--- config.mk ---
export PLATFORM = sky130hd
export DESIGN_NAME = uart_rx
export DESIGN_NICKNAME = d
export VERILOG_FILES = /design/src/rtl/uart_pkg.sv /design/src/rtl/uart_rx_sync.sv /design/src/rtl/uart_rx.sv
export SDC_FILE = /design/constraint.sdc
export NUM_CORES = 1
export LEC_CHECK = 0
export ABC_AREA = 1
export CORE_ASPECT_RATIO = 1.25
export CORE_MARGIN = 3
export CORE_UTILIZATION = 45
export DETAILED_ROUTE_END_ITERATION = 10
export GPL_TIMING_DRIVEN = 0
export PLACE_DENSITY_LB_ADDON = 0.08
export SYNTH_ARGS = -nofsm -noshare
export SYNTH_HDL_FRONTEND = slang
export SYNTH_SLANG_ARGS = --single-unit
--- constraint.sdc ---
create_clock -name clk -period 1.7 [get_ports clk]
set_clock_uncertainty 0.2 [all_clocks]
set_input_delay 0.51 -clock clk [delete_from_list [all_inputs] [get_ports clk]]
set_output_delay 0.51 -clock clk [all_outputs]
set_load 0.005 [all_outputs]
--- src/rtl/uart_pkg.sv ---
// Shared UART definitions used by uart_tx, the baud generator and uart_rx.
// Contents:
//   UART_DATA_BITS - default payload bits per frame
//   UART_OS_RATE   - default oversample ticks per bit period
//   rx_state_e     - receiver FSM states
package uart_pkg;

  localparam int unsigned UART_DATA_BITS = 8;
  localparam int unsigned UART_OS_RATE   = 16;

  typedef enum logic [1:0] {
    IDLE  = 2'd0,
    START = 2'd1,
    DATA  = 2'd2,
    STOP  = 2'd3
  } rx_state_e;

endpackage

--- src/rtl/uart_rx_sync.sv ---
// Input conditioning for the UART receiver. It brings the asynchronous serial
// line into the clk domain and detects its falling edges.
// Ports:
//   clk     - system clock
//   rst     - synchronous active-high reset (every stage resets to idle-high)
//   rx_line - asynchronous serial input, idle high
//   synced  - rx_line after the two synchronizer stages
//   fall    - high while the edge register holds 1 and synced is 0
module uart_rx_sync (
  input  logic clk,
  input  logic rst,
  input  logic rx_line,
  output logic synced,
  output logic fall
);

  logic meta_q, meta_d;
  logic sync_q, sync_d;
  logic prev_q, prev_d;

  always_comb begin
    meta_d = rx_line;
    sync_d = meta_q;
    prev_d = sync_q;
  end

  // NOTE: all stages reset to 1 (the idle level). A reset value of 0 would
  // look like a falling edge and start a frame as soon as reset releases.
  // NOTE: sequential state is updated only with non-blocking assignments, so
  // each stage captures the value its upstream stage held before the edge.
  always_ff @(posedge clk) begin
    if (rst) begin
      meta_q <= 1'b1;
      sync_q <= 1'b1;
      prev_q <= 1'b1;
    end else begin
      meta_q <= meta_d;
      sync_q <= sync_d;
      prev_q <= prev_d;
    end
  end

  assign synced = sync_q;
  assign fall   = prev_q & ~sync_q;

endmodule

--- src/rtl/uart_rx.sv ---
// UART 8N1 receiver. It runs on clk and counts bit timing with an oversample
// strobe (OS_RATE strobes per bit). Each byte is presented on data_out with a
// one-cycle valid strobe. A start bit that is no longer low at its centre is
// rejected as a glitch. A stop bit that is sampled low is reported as a
// framing error.
// Ports:
//   clk       - system clock, rising edge
//   rst       - synchronous active-high reset
//   os_tick   - oversample strobe, one-cycle pulse, OS_RATE per bit
//   rx_line   - asynchronous serial input, idle high
//   data_out  - last received payload, updated at every stop-bit sample
//   rx_valid  - one-cycle pulse: data_out holds a good frame
//   frame_err - one-cycle pulse: the stop bit was sampled low
//   rx_busy   - high from start detect until the FSM returns to IDLE
module uart_rx
  import uart_pkg::*;
#(
  parameter int unsigned DATA_BITS = UART_DATA_BITS,
  parameter int unsigned OS_RATE   = UART_OS_RATE
) (
  input  logic                 clk,
  input  logic                 rst,
  input  logic                 os_tick,
  input  logic                 rx_line,
  output logic [DATA_BITS-1:0] data_out,
  output logic                 rx_valid,
  output logic                 frame_err,
  output logic                 rx_busy
);

  localparam int unsigned TICK_W = $clog2(OS_RATE);
  localparam int unsigned BIT_W  = $clog2(DATA_BITS + 1);

  localparam logic [TICK_W-1:0] TICK_HALF = TICK_W'(OS_RATE / 2 - 1);
  localparam logic [TICK_W-1:0] TICK_LAST = TICK_W'(OS_RATE - 1);
  localparam logic [BIT_W-1:0]  BIT_LAST  = BIT_W'(DATA_BITS - 1);

  logic synced;
  logic fall;

  uart_rx_sync u_sync (
    .clk     (clk),
    .rst     (rst),
    .rx_line (rx_line),
    .synced  (synced),
    .fall    (fall)
  );

  rx_state_e            state_q, state_d;
  logic [TICK_W-1:0]    tick_q,  tick_d;
  logic [BIT_W-1:0]     bit_q,   bit_d;
  logic [DATA_BITS-1:0] shift_q, shift_d;
  logic [DATA_BITS-1:0] data_q,  data_d;
  logic                 valid_q, valid_d;
  logic                 err_q,   err_d;

  // NOTE: every signal gets a default before the case statement. Each path
  // then assigns only what it changes, and no latch can be inferred.
  always_comb begin
    state_d = state_q;
    tick_d  = tick_q;
    bit_d   = bit_q;
    shift_d = shift_q;
    data_d  = data_q;
    valid_d = 1'b0;
    err_d   = 1'b0;

    unique case (state_q)
      IDLE: begin
        // os_tick is ignored here; only a fresh falling edge re-arms.
        if (fall) begin
          state_d = START;
          tick_d  = '0;
        end
      end

      START: begin
        if (os_tick) begin
          if (tick_q == TICK_HALF) begin
            // Re-check at the start-bit centre. A line that is high again
            // was a glitch.
            if (synced) begin
              state_d = IDLE;
            end else begin
              state_d = DATA;
              tick_d  = '0;
              bit_d   = '0;
            end
          end else begin
            tick_d = tick_q + 1'b1;
          end
        end
      end

      DATA: begin
        if (os_tick) begin
          if (tick_q == TICK_LAST) begin
            // LSB arrives first, so shift in from the top. After DATA_BITS
            // samples, bit 0 sits at index 0.
            shift_d = {synced, shift_q[DATA_BITS-1:1]};
            tick_d  = '0;
            bit_d   = bit_q + 1'b1;
            if (bit_q == BIT_LAST) begin
              state_d = STOP;
            end
          end else begin
            tick_d = tick_q + 1'b1;
          end
        end
      end

      STOP: begin
        if (os_tick) begin
          if (tick_q == TICK_LAST) begin
            // Return to IDLE at mid-stop-bit so that a start bit directly
            // after the stop bit is still detected.
            data_d  = shift_q;
            valid_d = synced;
            err_d   = ~synced;
            tick_d  = '0;
            state_d = IDLE;
          end else begin
            tick_d = tick_q + 1'b1;
          end
        end
      end

      default: state_d = IDLE;
    endcase
  end

  always_ff @(posedge clk) begin
    if (rst) begin
      state_q <= IDLE;
      tick_q  <= '0;
      bit_q   <= '0;
      shift_q <= '0;
      data_q  <= '0;
      valid_q <= 1'b0;
      err_q   <= 1'b0;
    end else begin
      state_q <= state_d;
      tick_q  <= tick_d;
      bit_q   <= bit_d;
      shift_q <= shift_d;
      data_q  <= data_d;
      valid_q <= valid_d;
      err_q   <= err_d;
    end
  end

  assign data_out  = data_q;
  assign rx_valid  = valid_q;
  assign frame_err = err_q;
  // rx_busy comes straight from the state register. It falls on the same edge
  // that the strobe rises.
  assign rx_busy   = (state_q != IDLE);

endmodule

Yosys cells after proc, flatten, opt, wreduce, memory -nomap -nowiden
Index checks and enable logic that the tools add are counted.

storage, ports and cells
  memory bits (writable) = 0
  bits in latches = 0
  input port bits = 4
  memory bits (read-only) = 0
  logic and storage cells = 66
  register bits after elaboration = 31
  memories kept = 0

cells by class
  reductions and logical operators = 10
  equality and inequality tests = 17
  div/mod/pow operators = 0
  multiply operators = 0
  add/sub/neg operators = 2
  muxes and demuxes = 22
  bitwise operators = 5
  shift-type cells = 0
  magnitude comparators = 0

operator list
  operator                                                                  number
  4-bit two-way mux                                                         10
  2-bit two-way mux                                                         9
  2-bit inequality test (second input constant)                             9
  4-bit one-hot mux with 3 select lines                                     1
  4-bit by 1-bit adder with 4-bit output (second input constant)            2
  4-bit by 3-bit equality test with 1-bit output (second input constant)    2
  2-bit one-hot mux with 4 select lines                                     1
  4-bit one-hot mux with 2 select lines                                     1
  8-bit AND reduction                                                       1
  3-bit AND reduction                                                       2
  6-bit AND reduction                                                       1
  2-bit equality test (second input constant)                               2
  4-bit equality test (second input constant)                               1
  1-bit NOT                                                                 4
  4-bit AND reduction                                                       1
  2-bit nonzero test                                                        2
  4-bit OR reduction                                                        1
  3-bit inequality test (second input constant)                             1
  2-bit by 1-bit equality test with 1-bit output (second input constant)    1
  2-bit zero test                                                           1
  2-bit by 1-bit inequality test with 1-bit output (second input constant)  1
  2-bit OR reduction                                                        1
  1-bit AND                                                                 1

Logic depth before layout (Yosys ltp)
  word-level depth = 5
  mapped depth = 10
  depth with buffers taken out = 9

By module
A second synthesis with hierarchy kept.

second synthesis, totals
  cells, all modules = 183
  area total of the unflattened synthesis = 1361.3 sq um

modules (own cells, without submodules)
  module        area each (sq um)  cells an instance  instances
  uart_rx       1267.5             171                1
  uart_rx_sync  93.8               12                 1

Worst setup path before layout
No wires, ideal clock.

  path type = flip-flop to flip-flop
  start point = reg tick_q[0]
  end point = reg data_q[0] (netlist: data_out[0])
  data required time = 1384 ps
  path slack = 154 ps
  data arrival time = 1230 ps
  period minus slack after synthesis = 1546 ps
  buffers on the path = 1
  cell stages (with the launch flop) = 8
  setup time = 116 ps
  path through = dfxtp_1 > ha_1 > nand3_2 > nor2_1 > nand3_1 > clkbuf_1 > o21ai_0 > nor2_1

on the way
  word-level cells in the longest chain between the ends = 2

RTL lines
  what                           line            text
  from (decl)                    uart_rx.sv:50   logic [TICK_W-1:0] tick_q, tick_d;
  from (signal assigned)         uart_rx.sv:143  tick_q <= tick_d;
  4-bit equality test            uart_rx.sv:114  if (tick_q == TICK_LAST) begin
  3-bit AND reduction (no line)  n/a
  to (signal assigned)           uart_rx.sv:146  data_q <= data_d;
  to (decl)                      uart_rx.sv:53   logic [DATA_BITS-1:0] data_q, data_d;

No other way between the ends.
A chain may end at the register's enable or synchronous reset.

Worst setup path after layout
  start point = reg state_q[0]
  end point = out rx_busy

on the way
  word-level cells in the longest chain between the ends = 1

RTL lines
  what                    line            text
  from (decl)             uart_rx.sv:49   rx_state_e state_q, state_d;
  from (signal assigned)  uart_rx.sv:142  state_q <= state_d;
  2-bit nonzero test      uart_rx.sv:157  assign rx_busy = (state_q != IDLE);
  to (decl)               uart_rx.sv:28   output logic rx_busy

No other way between the ends.

==> results.sh <==
export IMPL_grt_pass1_wl_um=4860
export IMPL_finalPower_mw=1.62
export IMPL_drv_cap=0
export IMPL_first_global_vias=1133
export IMPL_routedWlPerCell_um=11.9
export IMPL_ff_latch_area_um2=637
export IMPL_cp_arrival_ns=0.95
export IMPL_clk_path_buf_depth=2
export IMPL_fmax_mhz=604
export IMPL_ys_seq_area_share_pct=45.7
export IMPL_crit_type="reg -> out"
export IMPL_vdd_ir_drop_worst_mv=0.684
export IMPL_min_from="u_sync.meta_q"
export IMPL_max_slew_margin_rel_pct=79.2
export IMPL_start_util_pct=48.7
export IMPL_routed_wl_um=2800
export IMPL_rr_startpoint="tick_q[0]"
export IMPL_cp_cell_sequence="inv_6 -> nand2_4 -> buf_6"
export IMPL_die_x_um=55.1
export IMPL_clkSinkCount=31
export IMPL_clock_latency_ns=0.32
export IMPL_row_count=21
export IMPL_clkTransAtPathRegs_ns=0.11
export IMPL_cts_tree="done"
export IMPL_ys_types=25
export IMPL_multi_input_area_um2=664
export IMPL_final_area_um2=1680
export IMPL_fin_util_pct=60.2
export IMPL_yosysWarnings=0
export IMPL_overflow=0
export IMPL_antenna_found_initial=0
export IMPL_worstHoldPathType="reg -> reg"
export IMPL_crit_path_end_kind="primary output"
export IMPL_worstMarginPinSlew_ns=0.312
export IMPL_synth_edf_count=0
export IMPL_drtIter0Drc=24
export IMPL_pre_cts_ws_ns=-0.509
export IMPL_worstPathMaxFanout=4
export IMPL_period_share_pct=97.4
export IMPL_status="finished clean"
export IMPL_synth_cells=177
export IMPL_dr_total_vias=1161
export IMPL_crit_family="flip-flops"
export IMPL_drive_above_1_share_pct=26.4
export IMPL_drc=0
export IMPL_syn_area_um2=1360
export IMPL_viasPerCell=4.94
export IMPL_grt_max_degree=11
export IMPL_place_area_um2=1540
export IMPL_cts_made_buffers=5
export IMPL_power_leakage_nw=0.775
export IMPL_synth_area_per_cell_um2=7.67
export IMPL_dp_hpwl_um=2000
export IMPL_track_usage_pct=18.3
export IMPL_synthArstFlopShare_pct=0
export IMPL_slowest_delay_ns=0.38
export IMPL_gp_routability_congestion=0.783
export IMPL_first_pass_iters=4
export IMPL_die_height_um=67.4
export IMPL_htreeDepth=2
export IMPL_cp_startpoint="state_q[0]"
export IMPL_ant_nets=0
export IMPL_die_area_um2=3720
export IMPL_hold_viol=0
export IMPL_cp_start_kind="register"
export IMPL_crit_path_top_delay_cell="dfxtp_4"
export IMPL_fillers=258
export IMPL_synth_seq_cells=31
export IMPL_power_density_nw_per_um2=965
export IMPL_fin_nets=206
export IMPL_ioPinCount=15
export IMPL_fin_ws_ns=0.0439
export IMPL_worstPathRequired_ns=0.99
export IMPL_fin_crit_ns=1.66
export IMPL_syn_to_final_growth_pct=23.4
export IMPL_cts_root_buffer_cell="clkbuf_4"
export IMPL_tns_ns=0
export IMPL_synth_net_count=183
export IMPL_finalSetupViolations=0
export IMPL_diodes=0
export IMPL_path_buf_inv=2
export IMPL_synth_flop_cell="dfxtp_1"
export IMPL_core_area_um2=2790
export IMPL_port_buffers=14
export IMPL_slew_viol_final=0
[cells in the mapped netlist, types with 2 or more instances]
| cell | n | area (µm²) |
|---|---|---|
| a21oi_1 | 9 | 45.0 |
| a21oi_2 | 3 | 26.3 |
| buf_6 | 2 | 22.5 |
| clkbuf_1 | 3 | 11.3 |
| dfxtp_1 | 31 | 621 |
| ha_1 | 2 | 25.0 |
| inv_1 | 9 | 33.8 |
| inv_2 | 6 | 22.5 |
| nand2_1 | 24 | 90.1 |
| nand2_2 | 6 | 37.5 |
| nand3_1 | 9 | 45.0 |
| nor2_1 | 42 | 158 |
| o21ai_0 | 13 | 65.1 |
| o21ai_1 | 6 | 30.0 |
| or2_2 | 2 | 12.5 |
[worst reg2reg max path: cells and delay by family (launching register included)]
kind	cells	cell delay, ns
flip-flops	1	0.39
adder cells (fa/ha/maj)	1	0.16
AND/OR/NAND/NOR	4	0.41
AO/OA/AOI/OAI	1	0.17
buffers and inverters	1	0.20
[worst paths after layout]
kind         depth (start not counted)  slack, ns       endpoint
max                                  3       0.04        rx_busy
min                                  1       0.23  u_sync.synced
max reg2reg                          7       0.05    data_out[1]
min reg2reg                          1       0.23  u_sync.synced
[registers in the layout (all words and copies together) (netlist names), named ones only]
register and count:
frame_err 1, u_sync.synced 1, bit_q 4, u_sync.prev_q 1, rx_valid 1, tick_q 4, state_q 1, data_out 8
shift_q 8, u_sync.meta_q 1
[cell type report]
type | instances | area share [%]
clock buffers | 6 | 3.06
inverters | 15 | 3.81
clock inverters | 2 | 2.09
flip-flops and latches | 31 | 38.0
well taps | 34 | 2.54
repair buffers | 17 | 9.11
multi-input cells | 126 | 39.7
plain buffers | 4 | 1.72
[power by group]
| part | switching [mW] | internal [mW] |
|---|---|---|
| Combinational | 0.149 | 0.0961 |
| Clock | 0.258 | 0.348 |
| Sequential | 0.0217 | 0.744 |
| Total | 0.428 | 1.19 |
[repair_timing]
action                                 4_1_cts  5_1_grt
buffers inserted                             0        3
hold buffers                                 0        0
endpoints found under the hold margin        0        0
setup endpoints to repair                   31       21
pin swaps                                    0        1
resized for setup                           37        8
[cell usage in the layout (no fill, tap or decap), types with 2 or more instances in the layout]
| cell type | count |
|---|---|
| dfxtp_1 | 22 |
| clkbuf_2 | 2 |
| a21oi_2 | 3 |
| a21oi_1 | 9 |
| buf_4 | 3 |
| nand2_1 | 24 |
| clkbuf_4 | 6 |
| nand3_1 | 9 |
| o21ai_0 | 8 |
| inv_2 | 6 |
| dlygate4sd2_1 | 11 |
| nand2_2 | 5 |
| buf_6 | 2 |
| dfxtp_4 | 2 |
| inv_1 | 7 |
| or2_2 | 2 |
| o21ai_1 | 11 |
| nand2_4 | 2 |
| dfxtp_2 | 7 |
| nor2_1 | 42 |
[per-layer routing]
metal	share of wire (%)	global-route usage (%)	wire length, µm	vias to the layer above
li1	-	-	-	614
met1	44	21.0	1220	530
met2	52	30.8	1470	15
met3	3.4	6.18	94	2
met4	0.50	6.38	14	0
met5	0	0	0	-
[per-stage QoR]
stage | cells | hold WS [ns]
after floorplan | 177 | 0.189
after global placement | 225 | 0.199
after detailed placement | 225 | 0.203
after CTS | 233 | 0.233
after global routing | 235 | 0.262
final | 235 | 0.229
[logic make-up after synthesis]
family / share of synthesized area (%)
compound gates: 12.9
fa+ha+maj: 1.84
buf+inv: 6.64
flops: 45.7
simple gates: 32.9
Power figures use the tool's default switching activity.
